## config.mk

```make
export PLATFORM = sky130hd
export DESIGN_NAME = mem_access_seq
export DESIGN_NICKNAME = d
export VERILOG_FILES = /design/src/rtl/mips_pkg.sv /design/src/rtl/load_extract.sv /design/src/rtl/mem_access_seq.sv
export SDC_FILE = /design/constraint.sdc
export NUM_CORES = 1
export LEC_CHECK = 0
export ABC_AREA = 0
export BUFFER_PORTS_ARGS = -buffer_cell sky130_fd_sc_hd__buf_2
export CAP_MARGIN = 20
export CORE_MARGIN = 2
export CORE_UTILIZATION = 39
export DETAILED_ROUTE_END_ITERATION = 10
export PLACE_DENSITY = 0.78
export SETUP_SLACK_MARGIN = 0.4
export SYNTH_ARGS = -nofsm -noshare
export SYNTH_HDL_FRONTEND = slang
export SYNTH_SLANG_ARGS = --single-unit
```

## constraint.sdc

```tcl
create_clock -name clk -period 2.4 [get_ports clk]
set_input_delay 0.24 -clock clk [delete_from_list [all_inputs] [get_ports clk]]
set_output_delay 0.24 -clock clk [all_outputs]
set_load 0.1 [all_outputs]
```

## src/rtl/mips_pkg.sv

```systemverilog
// Shared types for the multicycle core's memory sequencer: phase encoding,
// load/store opcodes and small opcode classification helpers.
package mips_pkg;

  typedef enum logic [1:0] {
    ST_FETCH  = 2'd0,
    ST_EXEC   = 2'd1,
    ST_WB     = 2'd2,
    ST_HALTED = 2'd3
  } phase_e;

  typedef enum logic [1:0] {
    ACC_NONE,
    ACC_LOAD,
    ACC_STORE
  } access_e;

  localparam logic [5:0] OP_LB  = 6'b100000;
  localparam logic [5:0] OP_LH  = 6'b100001;
  localparam logic [5:0] OP_LWL = 6'b100010;
  localparam logic [5:0] OP_LW  = 6'b100011;
  localparam logic [5:0] OP_LBU = 6'b100100;
  localparam logic [5:0] OP_LHU = 6'b100101;
  localparam logic [5:0] OP_LWR = 6'b100110;
  localparam logic [5:0] OP_SB  = 6'b101000;
  localparam logic [5:0] OP_SH  = 6'b101001;
  localparam logic [5:0] OP_SW  = 6'b101011;

  function automatic access_e access_kind(input logic [5:0] op);
    case (op)
      OP_LB, OP_LH, OP_LWL, OP_LW, OP_LBU, OP_LHU, OP_LWR: return ACC_LOAD;
      OP_SB, OP_SH, OP_SW:                                 return ACC_STORE;
      default:                                             return ACC_NONE;
    endcase
  endfunction

  // LWL/LWR and byte accesses are legal at any address.
  function automatic logic misaligned(input logic [5:0] op, input logic [1:0] a);
    case (op)
      OP_LH, OP_LHU, OP_SH: return a[0];
      OP_LW, OP_SW:         return a != 2'b00;
      default:              return 1'b0;
    endcase
  endfunction

endpackage

```

## src/rtl/load_extract.sv

```systemverilog
// Selects the addressed byte/halfword lane of a read word and sign/zero
// extends it; word-sized loads pass the raw word for the downstream merge.
module load_extract
  import mips_pkg::*;
(
  input  logic [5:0]  opcode,
  input  logic [1:0]  a,
  input  logic [31:0] readdata,
  output logic [31:0] result
);

  logic [7:0]  byte_sel;
  logic [15:0] half_sel;

  always_comb begin
    byte_sel = readdata[7:0];
    case (a)
      2'd0: byte_sel = readdata[7:0];
      2'd1: byte_sel = readdata[15:8];
      2'd2: byte_sel = readdata[23:16];
      2'd3: byte_sel = readdata[31:24];
      default: byte_sel = readdata[7:0];
    endcase
    half_sel = a[1] ? readdata[31:16] : readdata[15:0];

    case (opcode)
      OP_LB:   result = {{24{byte_sel[7]}}, byte_sel};
      OP_LBU:  result = {24'h0, byte_sel};
      OP_LH:   result = {{16{half_sel[15]}}, half_sel};
      OP_LHU:  result = {16'h0, half_sel};
      default: result = readdata;
    endcase
  end

endmodule

```

## src/rtl/mem_access_seq.sv

```systemverilog
// Phase sequencer and Avalon-MM master: fetches, then issues the load/store
// of the latched instruction, holding the bus cycle across waitrequest.
//
// state  | meaning
// FETCH  | read instruction at pc, capture into instr
// EXEC   | load/store bus cycle for opcode, or pass through
// WB     | datapath writeback, no bus activity; halt_req sampled here
// HALTED | terminal until reset, bus idle, active=0
module mem_access_seq
  import mips_pkg::*;
#(
  parameter logic [31:0] RESET_VECTOR = 32'hBFC0_0000
) (
  input  logic        clk,
  input  logic        rst_n,
  input  logic [31:0] pc,
  input  logic [5:0]  opcode,
  input  logic [31:0] mem_addr,
  input  logic [31:0] store_data,
  input  logic        halt_req,
  input  logic        waitrequest,
  input  logic [31:0] readdata,
  output logic [31:0] address,
  output logic        read,
  output logic        write,
  output logic [3:0]  byteenable,
  output logic [31:0] writedata,
  output logic [1:0]  state,
  output logic [31:0] instr,
  output logic [31:0] load_data,
  output logic        addr_err,
  output logic        active
);

  phase_e      state_q, state_d;
  access_e     kind;
  logic        misal;
  logic        rd_en, wr_en;
  logic [1:0]  a;
  logic [31:0] ext_data;
  logic [31:0] instr_q, load_q;
  logic        unused_pc_lsb;

  assign a             = mem_addr[1:0];
  assign kind          = access_kind(opcode);
  assign misal         = misaligned(opcode, a);
  assign unused_pc_lsb = ^pc[1:0];

  load_extract u_load_extract (
    .opcode   (opcode),
    .a        (a),
    .readdata (readdata),
    .result   (ext_data)
  );

  always_ff @(posedge clk or negedge rst_n) begin
    if (!rst_n) state_q <= ST_FETCH;
    else        state_q <= state_d;
  end

  always_ff @(posedge clk or negedge rst_n) begin
    if (!rst_n) begin
      instr_q <= 32'h0;
      load_q  <= 32'h0;
    end else begin
      if (state_q == ST_FETCH && !waitrequest)
        instr_q <= readdata;
      if (state_q == ST_EXEC && kind == ACC_LOAD && !misal && !waitrequest)
        load_q <= ext_data;
    end
  end

  always_comb begin
    state_d    = state_q;
    rd_en      = 1'b0;
    wr_en      = 1'b0;
    address    = {pc[31:2], 2'b00};
    byteenable = 4'b1111;
    writedata  = store_data;
    addr_err   = 1'b0;
    case (state_q)
      ST_FETCH: begin
        rd_en = 1'b1;
        if (!waitrequest) state_d = ST_EXEC;
      end
      ST_EXEC: begin
        address = {mem_addr[31:2], 2'b00};
        if (misal) begin
          addr_err = 1'b1;
          state_d  = ST_WB;
        end else begin
          case (kind)
            ACC_LOAD: begin
              rd_en = 1'b1;
              if (!waitrequest) state_d = ST_WB;
            end
            ACC_STORE: begin
              wr_en = 1'b1;
              case (opcode)
                OP_SB: begin
                  byteenable = 4'b0001 << a;
                  writedata  = {4{store_data[7:0]}};
                end
                OP_SH: begin
                  byteenable = a[1] ? 4'b1100 : 4'b0011;
                  writedata  = {2{store_data[15:0]}};
                end
                default: begin
                  byteenable = 4'b1111;
                  writedata  = store_data;
                end
              endcase
              if (!waitrequest) state_d = ST_WB;
            end
            default: state_d = ST_WB;
          endcase
        end
      end
      ST_WB: state_d = halt_req ? ST_HALTED : ST_FETCH;
      ST_HALTED: address = {RESET_VECTOR[31:2], 2'b00};
      default: state_d = ST_FETCH;
    endcase
  end

  // Strobes are gated by reset so a stalled transfer is abandoned at once.
  assign read      = rd_en & rst_n;
  assign write     = wr_en & rst_n;
  assign state     = state_q;
  assign instr     = instr_q;
  assign load_data = load_q;
  assign active    = (state_q != ST_HALTED);

endmodule

```

==> impl_metrics.py, run 1 <==
metrics = {
    "cells_and_area": {
        "final_cell_mix": "208 x buf_2, 71 x buf_12, 64 x dfrtp_1",
        "layout_commonest_cell": "buf_2",
        "fin_area_sq_um": 8320,
        "area_growth_pct": 97.2,
        "utilization": 0.799,
        "drive_gt1_frac": 0.684,
        "fin_nets": 889,
    },
    "cts": {
        "htree_levels": 3,
        "insertion_delay_ps": 340,
        "cts_tree": "yes",
        "cts_sinks": 66,
        "hold_buffers": 0,
        "cts_made_buffers": 9,
        "clockRootBuffer": "clkbuf_8",
        "cts.clk_slew.worst_paths_ps": 70,
        "clock_path_buffers": 2,
    },
    "placed_design": {
        "dpl_cell_area_sq_um": 7080,
        "gp_congestion": 0.882,
        "dp_hpwl_um": 12600,
        "portBuffers": 271,
    },
    "worst_setup_path": {
        "critPathBufInv": 3,
        "path_delay_family": "flip-flops",
        "crit_slowest_cell": "dfrtp_4",
        "r2r_cells": 12,
        "critPathKind": "reg2out",
        "crit_path_max_fanout": 8,
        "arrival_ps": 2130,
        "cp-start-kind": "register",
        "crit_path_end_kind": "output pin",
        "cp_cell_sequence": "inv_4, ha_4, nand2_4, nor2_4, o2111ai_4, nor2_4, buf_12, mux2_4, buf_12",
        "path_depth": 9,
        "cp.required_ps": 2160,
        "slowest_delay_ps": 490,
        "r2r_slack_ps": 240,
    },
    "sta": {
        "fmax_ghz": 0.422,
        "post-route-period-util": 0.988,
        "post-route-min-period_ps": 2370,
        "setup_viol": 0,
        "setup_tns_ps": 0,
        "worst_clock_skew_ps": 12.5,
        "hold_viol": 0,
        "slew_viol_final": 0,
        "rsz0062_at_grt": "true",
        "slew-limit-headroom": 0.428,
        "worst_pin_slew_ps": 858,
    },
    "global_routing": {
        "grt_pass1_vias": 4768,
        "grt_max_degree": 67,
        "antenna_found_initial": 4,
        "grtUsageTotal": 0.277,
        "gr-total-overflow": 0,
        "grt_pass1_wl_um": 25000,
    },
    "yosys": {
        "synth_cell_type_count": 45,
        "ys_warn_count": 0,
        "ys_seq_area_frac": 0.391,
        "synth_ff_type": "dfrtp_1",
        "synth_xor_area_frac": 0,
        "async_flop_share": 1.00,
        "synth_fa_ha_area_frac": 0.0208,
        "synth_compound_area_frac": 0.199,
        "synth-simple-area-share": 0.130,
        "synth_edf_count": 0,
        "synthCells": 452,
        "synthesis.area_sq_um": 4220,
        "avgSynthCellArea_sq_um": 9.33,
        "synthMuxAreaShare": 0.188,
        "ys_ff_latch": 66,
        "synth_top_family_by_area": "compound AO/OA/AOI/OAI gates",
    },
    "route": {
        "postRouteAntennaNets": 0,
        "drc": 0,
        "drt-wirelength-per-cell_um": 20.7,
        "first_pass_iters": 5,
        "wl_met2_um": 10000,
        "detail_route.wirelength.met1_um": 6260,
        "viasPerCell": 5.57,
        "route.met3.wl_um": 1400,
        "num_vias": 4945,
        "routed_wl_um": 18400,
        "dr.max_layer_used": "met5",
        "drtIter0Drc": 352,
    },
    "floorplanning": {
        "core_region_area_sq_um": 10400,
        "start_util": 0.405,
        "io_pins": 276,
        "die_x_um": 108,
        "dieHeight_um": 108,
        "dieArea_sq_um": 11700,
        "rows": 37,
    },
    "job": {
        "max_cap_violations": 0,
    },
    "worst_hold_path": {
        "holdCritPathClass": "in2async",
    },
    "outcome": {
        "status": "completed",
    },
}
## path summary, 6_finish.rpt
| kind | start | end |
|---|---|---|
| hold / removal | rst_n | state[0] |
| min in group clk | readdata[4] | instr[4] |
| hold reg to reg | instr[14] | instr[14] |
| max in group asynchronous | rst_n | state[1] |
| setup reg to reg | state[1] | load_data[16] |
| setup / recovery | state[1] | writedata[15] |
## cells in the mapped netlist (2+ instances only)
| cell type | number | area [sq um] |
|---|---|---|
| a22oi_1 | 16 | 120 |
| buf_2 | 13 | 65.1 |
| nor2_1 | 38 | 143 |
| mux2_1 | 17 | 191 |
| ha_1 | 7 | 87.6 |
| a22o_1 | 19 | 166 |
| o21a_1 | 3 | 22.5 |
| buf_1 | 4 | 15.0 |
| clkbuf_1 | 18 | 67.6 |
| nor3_2 | 2 | 20.0 |
| nand2_1 | 70 | 263 |
| a31oi_2 | 10 | 125 |
| o21ai_1 | 10 | 50.1 |
| a31oi_1 | 7 | 43.8 |
| o21ai_0 | 15 | 75.1 |
| dfrtp_1 | 66 | 1650 |
| nand3_1 | 3 | 15.0 |
| o21bai_1 | 2 | 15.0 |
| nor2b_1 | 2 | 12.5 |
| o22ai_1 | 10 | 62.6 |
| buf_4 | 10 | 75.1 |
| a21oi_1 | 14 | 70.1 |
| nand2b_1 | 6 | 37.5 |
| inv_1 | 16 | 60.1 |
| mux2_2 | 22 | 248 |
| mux2i_1 | 33 | 330 |
## layout make-up
type	instances	area, sq um
Clock inverter	6	41.3
Sequential cell	66	1660
Tap cell	136	170
Inverter	16	62.6
Timing Repair Buffer	326	3040
Clock buffer	10	128
Antenna cell	3	7.51
Multi-Input combinational cell	325	3210
Fill cell	583	2100
## sequential cells by signal (all words and copies together), names as in the netlist
signal,flops
instr,32
load_data,32
state,2
## metal layers
metal / vias up / global-route usage
met2: 295 / 0.484
met5: - / 0
met4: 2 / 0.135
met1: 2407 / 0.321
li1: 2178 / -
met3: 63 / 0.0621
## cell families after synthesis
family,Yosys count
other,1
muxes,73
and+or+nand+nor,128
buffers and inverters,62
adders and majority gates,7
AOI/OAI and AO/OA,115
DFF,66
## stage by stage
step	hold WS [ps]	worst slack, ps	instances
6_report	158	30.0	888
5_1_grt	142	-58.6	888
4_1_cts	140	26.3	868
3_5_place_dp	464	-57.5	836
3_3_place_gp	457	42.3	836
2_1_floorplan	-55.6	134	453
## what timing repair did
| action | 4_1_cts | 5_1_grt |
|---|---|---|
| cloned | 3 | 6 |
| gates resized for setup | 46 | 113 |
| setup endpoints to repair | 70 | 105 |
| buffers inserted | 13 | 11 |
| pin swaps | 5 | 16 |
Power of run 1 is not shown: default switching activity piles up to over one toggle a cycle in this logic, so the estimate is an artifact.
==> inputs of run 2 (changes only) <==
--- a/config.mk
+++ b/config.mk
@@ -6,12 +6,11 @@
 export NUM_CORES = 1
 export LEC_CHECK = 0
 export ABC_AREA = 0
-export BUFFER_PORTS_ARGS = -buffer_cell sky130_fd_sc_hd__buf_2
 export CAP_MARGIN = 20
-export CORE_MARGIN = 2
-export CORE_UTILIZATION = 39
+export CORE_AREA = 2 2 107 109
 export DETAILED_ROUTE_END_ITERATION = 10
-export PLACE_DENSITY = 0.78
+export DIE_AREA = 0 0 109 111
+export DONT_BUFFER_PORTS = 1
 export SETUP_SLACK_MARGIN = 0.4
 export SYNTH_ARGS = -nofsm -noshare
 export SYNTH_HDL_FRONTEND = slang
==> run 2 against run 1 <==
Against the previous run:
- maximum frequency grew 2.0%
- clock skew fell by 8.9 ps
- utilization down 15 points
- routed wire length decreased by 9.8%
- sequential share of layout area up 3.2 points
- hold slack got worse by 110 ps
- highest routed layer is now met4
==> impl_metrics.py, run 2 (synthesis gave the netlist of run 1 again) <==
metrics = {
    "outcome": {
        "status": "completed",
    },
    "route": {
        "first_pass_iters": 4,
        "num_vias": 4007,
        "postRouteAntennaNets": 0,
        "drtIter0Drc": 194,
        "drc": 0,
        "routed_wl_um": 16600,
        "viasPerCell": 5.71,
        "drt-wirelength-per-cell_um": 23.6,
    },
    "global_routing": {
        "grt.met1_usage": 0.302,
        "met2_usage": 0.508,
        "grt_max_degree": 67,
        "grtUsageMet3": 0.0782,
        "grt_pass1_wl_um": 24800,
        "grt-busiest-layer": "met2",
        "grt_pass1_vias": 4166,
        "grtUsageTotal": 0.275,
        "gr-total-overflow": 0,
        "antenna_found_initial": 0,
    },
    "sta": {
        "fmax_ghz": 0.430,
        "slew-limit-headroom": 0.346,
        "post-route-period-util": 0.968,
        "setup_tns_ps": 0,
        "slew_viol_final": 0,
        "worst_pin_slew_ps": 978,
        "post-route-min-period_ps": 2320,
        "setup_viol": 0,
        "rsz0062_at_grt": "true",
        "hold_viol": 0,
        "worst_clock_skew_ps": 3.58,
        "whs_ps": 47.8,
    },
    "cts": {
        "cts_sinks": 66,
        "cts_made_buffers": 9,
        "cts.clk_slew.worst_paths_ps": 60,
        "clock_path_buffers": 2,
        "htree_levels": 3,
        "insertion_delay_ps": 340,
        "cts_tree": "yes",
        "clockRootBuffer": "clkbuf_16",
    },
    "worst_setup_path": {
        "crit_path_max_fanout": 10,
        "cp-start-kind": "register",
        "cp.required_ps": 2160,
        "crit_path_end_kind": "output pin",
        "arrival_ps": 2080,
        "critPathKind": "reg2out",
    },
    "floorplanning": {
        "rows": 39,
        "core_region_area_sq_um": 11100,
        "dieArea_sq_um": 12100,
        "die_x_um": 109,
        "dieHeight_um": 111,
        "io_pins": 276,
        "start_util": 0.381,
    },
    "cells_and_area": {
        "fin_area_sq_um": 7170,
        "fillers": 840,
        "n_antenna_cell": 0,
        "area_growth_pct": 69.8,
        "multi_input_area_sq_um": 2970,
        "fin_cells": 702,
        "final_cell_mix": "64 x dfrtp_1, 62 x buf_4, 56 x nand2_1",
        "layout_commonest_cell": "dfrtp_1",
        "drive_gt1_frac": 0.517,
        "layout.area.seq_sq_um": 1660,
        "fin_nets": 699,
    },
    "placed_design": {
        "dpl_cell_area_sq_um": 5740,
        "portBuffers": 0,
        "gp_congestion": 0.836,
        "dp_cells": 640,
        "dp_hpwl_um": 11200,
    },
    "job": {
        "max_cap_violations": 0,
    },
    "worst_hold_path": {
        "holdCritPathClass": "in2reg",
    },
}
run 2: changes by cell type in the layout (fill, tap and decap cells not counted), sizes merged:
cell	previous run	this run
buf	322	133
bufinv	0	3
clkbuf	14	11
diode	3	0
clkinv	2	0
bufbuf	0	1
clkinvlp	3	2
dlygate4sd3	0	1
run 2: worst paths after layout:
kind	start	endpoint	slack (ps)	cells past startpoint
setup reg to reg	state[0]	load_data[23]	160	14
max in group asynchronous	rst_n	state[1]	1630	2
min in group asynchronous	rst_n	instr[22]	460	2
hold reg to reg	instr[13]	instr[13]	490	2
setup / recovery	state[0]	address[13]	80	8
hold / removal	readdata[5]	instr[5]	50	1
run 2: area by class of cell:
class | instances | area share
clock buffer | 10 | 0.0320
clock inverter | 6 | 0.0159
inverter | 16 | 0.00978
multi-input combinational | 325 | 0.415
sequential | 66 | 0.232
tap | 143 | 0.0250
timing repair buffer | 136 | 0.271
run 2: what timing repair did:
| item | CTS | global route |
|---|---|---|
| hold endpoints to repair | 66 | 0 |
| endpoints found under the setup margin | 94 | 95 |
| hold buffers | 2 | 0 |
| cloned | 13 | 1 |
| buffers inserted | 26 | 4 |
| gates resized for setup | 71 | 15 |
| pin swaps | 22 | 12 |
run 2: critical path, cell delays in order, from the launching register on:
cell,delay [ps]
dfrtp_4,490
ha_4,180
buf_4,130
buf_8,130
buf_12,130
nor2_4,100
buf_4,130
buf_12,130
a22o_4,310
run 2: per-stage QoR:
stage                     setup slack [ps]  utilization
after floorplan                        134            -
after global placement                65.2        0.518
after detailed placement             -3.12        0.518
after CTS                             81.7        0.636
after global routing                  17.6        0.647
final                                 76.0        0.647
run 2: routing by layer:
layer / part of all wire / up-vias / wire length, um
li1: - / 1811 / -
met5: 0 / - / 0
met2: 0.55 / 197 / 9130
met3: 0.088 / 19 / 1470
met4: 0.015 / 0 / 249
met1: 0.35 / 1980 / 5750
Power of run 2 is left out for the same reason.
==> inputs of run 3 (changes only) <==
--- a/config.mk
+++ b/config.mk
@@ -5,8 +5,7 @@
 export SDC_FILE = /design/constraint.sdc
 export NUM_CORES = 1
 export LEC_CHECK = 0
-export ABC_AREA = 0
-export CAP_MARGIN = 20
+export ABC_AREA = 1
 export CORE_AREA = 2 2 107 109
 export DETAILED_ROUTE_END_ITERATION = 10
 export DIE_AREA = 0 0 109 111
==> run 3 against run 2 <==
Against the previous run:
- highest routed layer unchanged
- cell count rose by 33%
- synthesized cell count rose by 52%
- largest cell class unchanged
- register-to-register slack better by 420 ps
==> impl_metrics.py, run 3 <==
metrics = {
    "worst_setup_path": {
        "crit_slowest_cell": "dfrtp_4",
        "slowest_delay_ps": 500,
        "crit_path_max_fanout": 6,
        "cp.required_ps": 2160,
        "critPathKind": "reg2out",
        "crit_path_end_kind": "output pin",
        "reg2reg_from": "state[0]",
        "cp-start-kind": "register",
        "cp_cell_sequence": "inv_4, ha_4, inv_4, nor3_4, buf_6, buf_16, nand2_8, nand2_8",
        "crit_path_start": "state[1]",
        "critPathBufInv": 4,
        "arrival_ps": 1950,
        "path_delay_family": "simple AND/OR/NAND/NOR gates",
    },
    "sta": {
        "setup_viol": 0,
        "worst_clock_skew_ps": 2.05,
        "post-route-min-period_ps": 2190,
        "slew_viol_final": 0,
        "worst_pin_slew_ps": 909,
        "rsz0062_at_grt": "true",
        "setup_tns_ps": 0,
        "post-route-period-util": 0.911,
        "fmax_ghz": 0.458,
        "slew-limit-headroom": 0.394,
        "hold_viol": 0,
    },
    "yosys": {
        "synth_common_cells": "331 x nand2_1, 66 x dfrtp_1, 62 x inv_1, 62 x nand3_1, 55 x o21ai_0",
        "synth-simple-area-share": 0.389,
        "synth_edf_count": 0,
        "synthMuxAreaShare": 0.00253,
        "synth_compound_area_frac": 0.104,
        "synth_top_area_cell": "dfrtp_1",
        "synth_cell_type_count": 33,
        "synth_xor_area_frac": 0,
        "avgSynthCellArea_sq_um": 6.47,
        "ys_ff_latch": 66,
        "async_flop_share": 1.00,
        "synth_most_common_cell": "nand2_1",
        "synth_ff_type": "dfrtp_1",
        "synth_top_area_share": 0.370,
        "synthCells": 689,
        "synth_top_family_by_area": "simple AND/OR/NAND/NOR gates",
        "synth_area_leaders": "dfrtp_1 37%, nand2_1 28%, nand3_1 7.0%, o21ai_0 6.2%, inv_1 5.2%",
        "ys_warn_count": 0,
        "synth_fa_ha_area_frac": 0.0196,
        "synthesis.area_sq_um": 4460,
        "ys_seq_area_frac": 0.370,
    },
    "cts": {
        "cts.clk_slew.worst_paths_ps": 50,
        "clock_path_buffers": 2,
        "insertion_delay_ps": 330,
        "clockRootBuffer": "clkbuf_16",
        "cts_tree": "yes",
        "cts_made_buffers": 9,
        "htree_levels": 3,
        "cts_sinks": 66,
    },
    "global_routing": {
        "grt_pass1_wl_um": 26200,
        "antenna_found_initial": 0,
        "gr-total-overflow": 0,
        "grt_pass1_vias": 5038,
        "grt_max_degree": 67,
        "grtUsageTotal": 0.281,
    },
    "route": {
        "routed_wl_um": 16800,
        "first_pass_iters": 5,
        "drc": 0,
        "num_vias": 4931,
        "viasPerCell": 5.27,
        "postRouteAntennaNets": 0,
        "drt-wirelength-per-cell_um": 18.0,
        "drtIter0Drc": 316,
    },
    "placed_design": {
        "dp_hpwl_um": 12600,
        "portBuffers": 0,
        "gp_congestion": 0.864,
    },
    "job": {
        "max_cap_violations": 0,
    },
    "cells_and_area": {
        "final_cell_mix": "278 x nand2_1, 83 x buf_4, 64 x dfrtp_1",
        "fin_nets": 934,
        "area_growth_pct": 59.8,
        "drive_gt1_frac": 0.317,
        "layout_commonest_cell": "nand2_1",
        "n_antenna_cell": 0,
    },
    "floorplanning": {
        "die_x_um": 109,
        "dieArea_sq_um": 12100,
        "dieHeight_um": 111,
        "start_util": 0.402,
        "core_region_area_sq_um": 11100,
        "io_pins": 276,
        "rows": 39,
    },
    "outcome": {
        "status": "completed",
    },
    "worst_hold_path": {
        "holdCritPathClass": "in2reg",
        "min_from": "readdata[7]",
    },
}
[run 3: changes by cell type after synthesis, sizes merged, moves of 10 or more]
cell,before,now
nand2,70,334
nand3,3,64
inv,16,65
mux2,39,1
mux2i,33,0
o21ai,25,57
nor2,39,11
a22o,19,0
a31oi,17,0
o211ai,1,18
a22oi,16,0
o22ai,10,0
[run 3: repair_timing]
action | CTS | global route
setup endpoints to repair | 61 | 61
cloned | 3 | 0
gates resized for setup | 26 | 6
buffers inserted | 12 | 4
hold endpoints to repair | 66 | 0
hold buffers | 2 | 0
pin swaps | 23 | 8
[run 3: through the flow]
stage	setup WS [ps]	std cells	instance area (sq um)	utilization	hold slack (ps)
final	215	935	7120	0.643	57.7
after global routing	143	935	7120	0.643	59.6
after CTS	198	931	7070	0.639	50.5
after detailed placement	-27.0	900	6490	0.586	-54.2
after global placement	76.7	900	6490	0.586	-54.0
after floorplan	68.1	690	5310	-	-55.6
[run 3: worst paths after layout]
path	endpoint	cells after the start	slack, ps
min in group asynchronous	load_data[26]	2	450
max in group asynchronous	state[1]	2	1640
min reg2reg	load_data[24]	2	480
max reg2reg	instr[4]	7	580
min	instr[7]	1	60
max	writedata[13]	8	210
[run 3: cell type report]
type                       instances  area (sq um)
fill                             939          3950
multi-input combinational        514          3210
sequential                        66          1660
timing repair buffer             132          1520
inverter                          66           258
clock buffer                      11           253
tap                              143           179
clock inverter                     3          40.0
[run 3: logic make-up (layout without fill, tap and decap cells)]
kind of cell    after synthesis  in the layout
compound gates               83             83
fa+ha+maj                     7              7
buf+inv                     112            212
flops                        66             66
mux                           1              1
other cells                   1              2
simple gates                419            421
[run 3: layer usage]
| metal | up-vias | routed length [um] | track usage | share of wire |
|---|---|---|---|---|
| met5 | - | 0 | 0 | 0 |
| met4 | 0 | 557 | 0.107 | 0.033 |
| met3 | 39 | 1500 | 0.0729 | 0.089 |
| met2 | 209 | 8810 | 0.503 | 0.52 |
| met1 | 2327 | 5980 | 0.312 | 0.35 |
| li1 | 2356 | - | - | - |
Power of run 3 is left out for the same reason.
